$ cat config.mk
export PLATFORM = sky130hd
export DESIGN_NAME = ctrl_pipe
export DESIGN_NICKNAME = d
export VERILOG_FILES = /design/src/rtl/ctrl_pipe.sv
export SDC_FILE = /design/constraint.sdc
export NUM_CORES = 1
export LEC_CHECK = 0
export ABC_AREA = 1
export CELL_PAD_IN_SITES_DETAIL_PLACEMENT = 2
export CELL_PAD_IN_SITES_GLOBAL_PLACEMENT = 2
export CORE_AREA = 5 5 84 86
export DETAILED_ROUTE_END_ITERATION = 7
export DIE_AREA = 0 0 89 91
export PLACE_DENSITY_LB_ADDON = 0.1
export SLEW_MARGIN = 25
export SYNTH_ARGS = -nofsm -noshare
export SYNTH_HDL_FRONTEND = slang
export SYNTH_SLANG_ARGS = --single-unit
$ cat constraint.sdc
create_clock -name clk -period 1.3 [get_ports clk]
set_input_delay 0.13 -clock clk [delete_from_list [all_inputs] [get_ports clk]]
set_output_delay 0.13 -clock clk [all_outputs]
set_load 0.05 [all_outputs]
$ cat src/rtl/ctrl_pipe.sv
// ctrl_pipe: stage-1 control decoder and stage-2 control register.
//
// Decodes a 5-bit opcode map, resolves branches combinationally in stage 1
// and registers an 11-bit control bundle into stage 2. A small FSM adds
// memory-latency stalls, a one-slot squash after taken branches and
// illegal-opcode handling.
//
// Parameters:
//   DATA_W  - width of the branch-test operand bt0
//   OPC_W   - opcode width (>= 5); bits above [4] must be zero when legal
//   MEM_LAT - extra wait cycles per memory op (0..15)
//
// Ports:
//   clk      in   rising-edge clock
//   rst      in   synchronous active-high reset
//   in_valid in   instruction present on opcode/bt0
//   opcode   in   instruction opcode
//   bt0      in   branch-test register value
//   pc_sel   out  take branch/jump target this cycle (combinational)
//   stall    out  front end holds PC and instruction
//   flush    out  presented instruction is being squashed
//   ex_valid out  stage-2 bundle is live
//   ex_ctl   out  stage-2 control bundle
//     [0] reg_wr [1] mem_to_reg [2] mem_wr [3] taken [4] ra_en [5] imm_ld
//     [6] alu_r  [7] reg_ind    [8] jal    [9] lui   [10] illegal
module ctrl_pipe #(
  parameter int DATA_W  = 32,
  parameter int OPC_W   = 5,
  parameter int MEM_LAT = 1
) (
  input  logic              clk,
  input  logic              rst,
  input  logic              in_valid,
  input  logic [OPC_W-1:0]  opcode,
  input  logic [DATA_W-1:0] bt0,
  output logic              pc_sel,
  output logic              stall,
  output logic              flush,
  output logic              ex_valid,
  output logic [10:0]       ex_ctl
);

  localparam logic [3:0] MEM_LAT_C = 4'(MEM_LAT);

  typedef enum logic [1:0] {
    RUN     = 2'd0,
    MEMWAIT = 2'd1,
    FLUSH   = 2'd2
  } state_t;

  state_t      state_q, state_d;
  logic [3:0]  cnt_q, cnt_d;
  logic        ex_valid_q, ex_valid_d;
  logic [10:0] ex_ctl_q, ex_ctl_d;

  // ---------------------------------------------------------------------
  // Decode
  // ---------------------------------------------------------------------
  logic [4:0] op;
  logic       upper_nz;

  assign op = opcode[4:0];

  // Any set bit above [4] makes the opcode illegal. The slice only exists
  // for wide opcodes, so it is built conditionally.
  if (OPC_W > 5) begin : g_upper
    assign upper_nz = |opcode[OPC_W-1:5];
  end else begin : g_no_upper
    assign upper_nz = 1'b0;
  end

  logic is_lw, is_sw, is_brp, is_brz, is_brn, is_j;
  logic is_lui, is_lli, is_lwr, is_swr, is_jal;
  logic alu_r, alu_i, ra_en;
  logic illegal, bt_neg, bt_zero, taken;
  logic dec_mem, dec_taken;
  logic [10:0] dec_ctl;

  assign is_lw  = (op == 5'd4);
  assign is_sw  = (op == 5'd5);
  assign is_brp = (op == 5'd6);
  assign is_brz = (op == 5'd7);
  assign is_brn = (op == 5'd8);
  assign is_j   = (op == 5'd9);
  assign is_lui = (op == 5'd14);
  assign is_lli = (op == 5'd15);
  assign is_lwr = (op == 5'd16);
  assign is_swr = (op == 5'd17);
  assign is_jal = (op == 5'd18);

  assign alu_r = ~op[4] & ~op[3] & ~op[2];
  // Opcodes 10..13 (ALU-immediate) share op3=1 with op1/op2 differing.
  assign alu_i = ~op[4] & op[3] & (op[1] ^ op[2]);
  assign ra_en = op[4] & op[1] & op[0];

  assign illegal = upper_nz | (op >= 5'd20);
  assign bt_neg  = bt0[DATA_W-1];
  assign bt_zero = (bt0 == '0);

  assign taken = (is_brp & ~bt_neg) | (is_brz & bt_zero) |
                 (is_brn & ~bt_zero) | is_j | is_jal;

  always_comb begin
    dec_ctl = 11'h000;
    if (illegal) begin
      dec_ctl[10] = 1'b1;
    end else begin
      dec_ctl[0] = is_lw | is_lui | is_lli | is_lwr | alu_r | alu_i;
      dec_ctl[1] = is_lw | is_lwr;
      dec_ctl[2] = is_sw | is_swr;
      dec_ctl[3] = taken;
      dec_ctl[4] = ra_en;
      dec_ctl[5] = is_lui | is_lli;
      dec_ctl[6] = alu_r;
      dec_ctl[7] = is_lwr | is_swr;
      dec_ctl[8] = is_jal;
      dec_ctl[9] = is_lui;
    end
  end

  assign dec_taken = ~illegal & taken;
  assign dec_mem   = ~illegal & (is_lw | is_lwr | is_sw | is_swr);

  // ---------------------------------------------------------------------
  // Control FSM
  // ---------------------------------------------------------------------
  always_comb begin
    state_d    = state_q;
    cnt_d      = cnt_q;
    ex_valid_d = ex_valid_q;
    ex_ctl_d   = ex_ctl_q;
    pc_sel     = 1'b0;
    stall      = 1'b0;
    flush      = 1'b0;

    case (state_q)
      RUN: begin
        if (in_valid) begin
          ex_valid_d = 1'b1;
          ex_ctl_d   = dec_ctl;
          // Branches and memory ops are disjoint opcodes, so at most one
          // of these transitions can fire.
          if (dec_taken) begin
            pc_sel  = 1'b1;
            state_d = FLUSH;
          end else if (dec_mem && (MEM_LAT > 0)) begin
            state_d = MEMWAIT;
            cnt_d   = MEM_LAT_C;
          end
        end else begin
          ex_valid_d = 1'b0;
          ex_ctl_d   = 11'h000;
        end
      end

      MEMWAIT: begin
        // Stage 2 keeps the memory op; inputs are held by the front end.
        stall = 1'b1;
        if (cnt_q <= 4'd1) begin
          cnt_d   = 4'd0;
          state_d = RUN;
        end else begin
          cnt_d = cnt_q - 4'd1;
        end
      end

      FLUSH: begin
        // The slot after a taken branch is discarded.
        flush      = 1'b1;
        ex_valid_d = 1'b0;
        ex_ctl_d   = 11'h000;
        state_d    = RUN;
      end

      default: begin
        state_d = RUN;
        cnt_d   = 4'd0;
      end
    endcase

    if (rst) begin
      pc_sel = 1'b0;
    end
  end

  always_ff @(posedge clk) begin
    if (rst) begin
      state_q    <= RUN;
      cnt_q      <= 4'd0;
      ex_valid_q <= 1'b0;
      ex_ctl_q   <= 11'h000;
    end else begin
      state_q    <= state_d;
      cnt_q      <= cnt_d;
      ex_valid_q <= ex_valid_d;
      ex_ctl_q   <= ex_ctl_d;
    end
  end

  assign ex_valid = ex_valid_q;
  assign ex_ctl   = ex_ctl_q;

endmodule

Word-level counts from Yosys, hierarchy flattened

Cells that the tools add are included.

Add/sub/neg operators: 1
Order comparisons: 2
Equal/unequal tests: 18
Mux-type cells: 22
Bitwise logic cells: 34
Reduce and logical (&&, ||, !) cells: 5

Operator list:

| operator                                                              | number |
|---|---|
| 32-bit zero test                                                      | 1 |
| 11-bit one-hot mux with 2 select lines                                | 1 |
| 5-bit by 3-bit equality test with 1-bit output, second input constant | 4 |
| 5-bit by 4-bit equality test with 1-bit output, second input constant | 4 |
| 4-bit two-way mux                                                     | 4 |
| 5-bit equality test, second input constant                            | 3 |
| 1-bit bitwise OR                                                      | 15 |
| 4-bit one-hot mux with 3 select lines                                 | 1 |
| 1-bit bitwise AND                                                     | 11 |
| 11-bit two-way mux                                                    | 1 |
| 10-bit two-way mux                                                    | 1 |
| 1-bit two-way mux                                                     | 8 |
| 2-bit two-way mux                                                     | 4 |
| 2-bit inequality test, second input constant                          | 4 |
| 1-bit NOT                                                             | 7 |
| 5-bit greater-or-equal comparator, second input constant              | 1 |
| 4-bit by 1-bit <= comparator with 1-bit output, second input constant | 1 |
| 2-bit one-hot mux with 2 select lines                                 | 1 |
| 4-bit AND reduction                                                   | 1 |
| 4-bit by 1-bit subtractor with 4-bit output, second input constant    | 1 |
| 3-bit inequality test, second input constant                          | 1 |
| 3-bit AND reduction                                                   | 1 |
| 2-bit by 1-bit equality test with 1-bit output, second input constant | 1 |
| 2-bit equality test, second input constant                            | 1 |
| 4 further kinds                                                       | 4 |

Flip-flop bits (word level): 18
Input port bits: 40
Output and inout bits: 15
Word-level logic and storage cells: 86

Logic depth before layout (Yosys ltp)

Depth in word-level cells: 11
Mapped depth: 10
Depth with buffers taken out: 10

Worst setup path after synthesis

No wires, ideal clock.

Path kind: register to register
Start point: register state_q[0]
End point: register state_q[0]
Library setup time: 0.114 ns
Arrival time: 1.616 ns
Data required time: 1.186 ns
Setup slack: -0.430 ns
Stages on the path, launching flop included: 9
Clock period less this slack: 1.730 ns
Path through: dfxtp_1 > buf_4 > inv_2 > nor2_1 > nand2_1 > inv_1 > nor2_1 > a21oi_1 > nor2_1

Cells in the longest elaborated chain, start to end: 3

Ends and longest elaborated chain:

| what                                                                                     | RTL line | text |
|---|---|---|
| start, declared                                                                          | 51       | `state_t state_q, state_d;` |
| start signal, assigned                                                                   | 193      | `state_q <= state_d;` |
| 2-bit by 1-bit equality test with 1-bit output / 2-bit zero test (equally long branches) | 136      | `case (state_q)` |
| 2-bit inequality test (no source line) / 3-bit inequality test (equally long branches)   | n/a      |  |
| 3-bit AND reduction (no source line)                                                     | n/a      |  |

Several ways; a longest one is shown, not always the timed one.
A chain may end at the register's enable or synchronous reset.

Worst setup path after layout

Start point: input bt0[4]
End point: output pc_sel

Cells in the longest elaborated chain, start to end: 11

Ends and longest elaborated chain:

| what                                                         | RTL line | text |
|---|---|---|
| start, declared                                              | 35       | `input logic [DATA_W-1:0] bt0,` |
| 32-bit zero test *                                           | 98       | `assign bt_zero = (bt0 == '0);` |
| 1-bit bitwise AND / 1-bit NOT (equally long branches)        | 100, 101 |  |
| 1-bit bitwise OR / 1-bit bitwise AND (equally long branches) | 100, 101 |  |
| 1-bit bitwise OR *                                           | 100      | `assign taken = (is_brp & ~bt_neg) \| (is_brz & bt_zero) \|` |
| 1-bit bitwise OR * (2 in a row)                              | 101      | `(is_brn & ~bt_zero) \| is_j \| is_jal;` |
| 1-bit bitwise AND *                                          | 121      | `assign dec_taken = ~illegal & taken;` |
| 1-bit two-way mux *                                          | 143      | `if (dec_taken) begin` |
| 1-bit two-way mux *                                          | 138      | `if (in_valid) begin` |
| 1-bit two-way mux *                                          | 136      |  |
| 1-bit two-way mux *                                          | 181      | `if (rst) begin` |
| end, declared                                                | 36       | `output logic pc_sel,` |

Every way passes the cells marked *; elsewhere a longest branch is shown, timed or not.

==> results.ini <==
[clock_tree]
holdBufCountCts=0
cts.sinks=18
ctsLongestPathBuffers=2
clk_pin_slew_ns=0.08
clk_latency_ns=0.27
cts_buffers=3
h-tree-depth=1
cts_tree=done
clockRootBuffer=clkbuf_8

[worst_setup_path]
worst-setup-path-type=in2out
critPathCaptureType=output pin
rrSetupSlack_ns=0.06
cpPeakStageDelay_ns=0.23
arrival_ns=1.34
crit_path_top_delay_cell=dlygate4sd2_1
worstPathCellList=dlygate4sd2_1 -> nor2_1 -> nand2_1 -> nor2_2 -> nand2_2 -> o21bai_4 -> nand3_2 -> nand2_4 -> clkinvlp_4 -> buf_12
worstPathMaxFanout=2
worstPathRequired_ns=1.17
rr_worst_depth=8
cp-start-kind=input pin

[routing]
vias=1465
drc=0
wl_per_cell_um=15.2
antenna_left=0
first_pass_iters=2
post_drt_via_cell_ratio=4.39
drt_wl_total_mm=5.08
drt_iter0_markers=25

[cells_and_area]
diodes=0
final_nets=300
postLayoutCellArea_sq_um=2340
syn_to_final_growth_pct=115
final_layout_size_suffix_gt1_share_pct=50.2

[yosys]
synth.area.top_cells=dfxtp_1 (33%), nor2_1 (13%), nand2_1 (8.3%), nand3_1 (5.1%), inv_1 (3.8%)
synth_edf_count=0
synth.avg_cell_area_sq_um=6.80
async_flop_share_pct=0
yosys.cell_types.count=29
synth_area_sq_um=1090
synth-main-ff-cell=dfxtp_1
yosysTopAreaCell=dfxtp_1
synth_warnings=0
synth-seq-cells=18
yosysMostFrequentCell=nor2_1
synth_cells=160
yosysSeqAreaShare_pct=33.1
netlist_top_cells_count=nor2_1 (39), nand2_1 (24), dfxtp_1 (18)
synth_top_area_share_pct=33.1
postSynthNetCount=202

[grt]
antenna_found_initial=0
grt_pass1_wl_mm=8.38
grt_max_degree=14
grt_pass1_vias=1753
gr-usage-all-layers_pct=13.2
grt-ovfl-total=0

[power_and_ir_drop]
cellPowerDensity_nw_per_um2=780
leakage_nw=1.03
vdd_drop_max_uv=411

[worst_hold_path]
hold_depth=3
min_path_type=in2reg

[timing]
setup_viol=1
rsz0062_at_grt=true
hold_violations=0
slew_headroom_pct=71.1
fin_crit_sh_pct=113
tightest_slew_ns=0.430
postLayoutSetupSlackWorst_ns=-0.165
fmax_ghz=0.682
post-route-min-period_ns=1.47
hold_ws_ns=0.338
tns_ns=-0.165
maxSlewViolCount=0
skew_ns=0.000945

[run_status]
status=complete, but fails checks
failed_checks=setup timing

[placement]
place_congestion=0.820
placed_cell_area_sq_um=2140
post-dp-hpwl_mm=4.05
port_buffers=54
pre_cts_ws_ns=-0.469

[floorplanning]
coreArea_sq_um=6200
start_util_pct=17.5
ios=55
num_rows=29
die_area_sq_um=8100
die_w_um=89
die_h_um=91

[flow_run]
drv_cap=0

kinds of logic (layout without fill, tap and decap cells):
| logic type | Yosys count | count (layout) | share of synthesized area [%] |
|---|---|---|---|
| simple gates | 96 | 96 | 40.4 |
| buf+inv | 23 | 120 | 10.2 |
| compound gates | 19 | 19 | 12.3 |
| flops | 18 | 18 | 33.1 |
| fa+ha+maj | 2 | 2 | 2.30 |
| xor+xnor | 2 | 2 | 1.61 |
worst paths after layout:
kind | from | end
max | bt0[4] | pc_sel
max reg2reg | cnt_q[0] | cnt_q[1]
min reg2reg | ex_ctl[3] | ex_ctl[3]
min | opcode[1] | ex_ctl[7]
routing by layer:
| metal | up-vias | share of wire (%) | track usage, % |
|---|---|---|---|
| li1 | 715 | - | - |
| met1 | 712 | 37 | 14.2 |
| met2 | 32 | 57 | 25.7 |
| met3 | 6 | 4.6 | 2.08 |
| met4 | 0 | 1.5 | 3.35 |
| met5 | - | 0 | 0 |
layout make-up:
class / count / area [sq um]
fillers: 705 / 3860
repair buffers: 97 / 962
multi-input cells: 119 / 766
flip-flops and latches: 18 / 373
well taps: 77 / 96.3
inverters: 19 / 87.6
clock buffers: 4 / 55.1
worst max-delay path, delay by kind of cell:
kind,cells,cell delay (ns)
AO/OA/AOI/OAI,1,0.14
buffers and inverters,3,0.47
AND/OR/NAND/NOR,6,0.59
registers in the layout (all words and copies together), names as in the netlist:
| signal | count |
|---|---|
| state_q | 2 |
| ex_valid | 1 |
| cnt_q | 4 |
| ex_ctl | 11 |
through the flow:
step / utilization, % / total power [W] / cells
2_1_floorplan: - / 0.000911 / 160
3_3_place_gp: 34.5 / 0.00126 / 323
3_5_place_dp: 34.5 / 0.00128 / 323
4_1_cts: 36.7 / 0.00182 / 332
5_1_grt: 37.7 / 0.00194 / 334
6_report: 37.7 / 0.00182 / 334
where the power goes:
part           internal [W]  switching, W
Combinational      0.000360      0.000353
Clock              0.000271      0.000232
Sequential         0.000576     0.0000329
cells in the final DEF, fill, tap and decap left out, drive strengths merged, types with 2 or more instances in the layout:
| cell type | count |
|---|---|
| o21ai | 6 |
| nor3 | 3 |
| clkdlybuf4s15 | 21 |
| nand3 | 12 |
| nor2 | 46 |
| ha | 2 |
| dfxtp | 18 |
| clkdlybuf4s50 | 2 |
| a21oi | 4 |
| nand4 | 6 |
| nand2 | 28 |
| clkbuf | 14 |
| a32o | 2 |
| inv | 17 |
| xor2 | 2 |
| a22oi | 3 |
| buf | 58 |
| dlygate4sd2 | 6 |
timing repair:
action                     4_1_cts  5_1_grt
setup buffers                    6        2
pin swaps                       40       33
gates resized for setup         75       47
setup endpoints to repair       13        6
(Power assumes the default switching activity.)
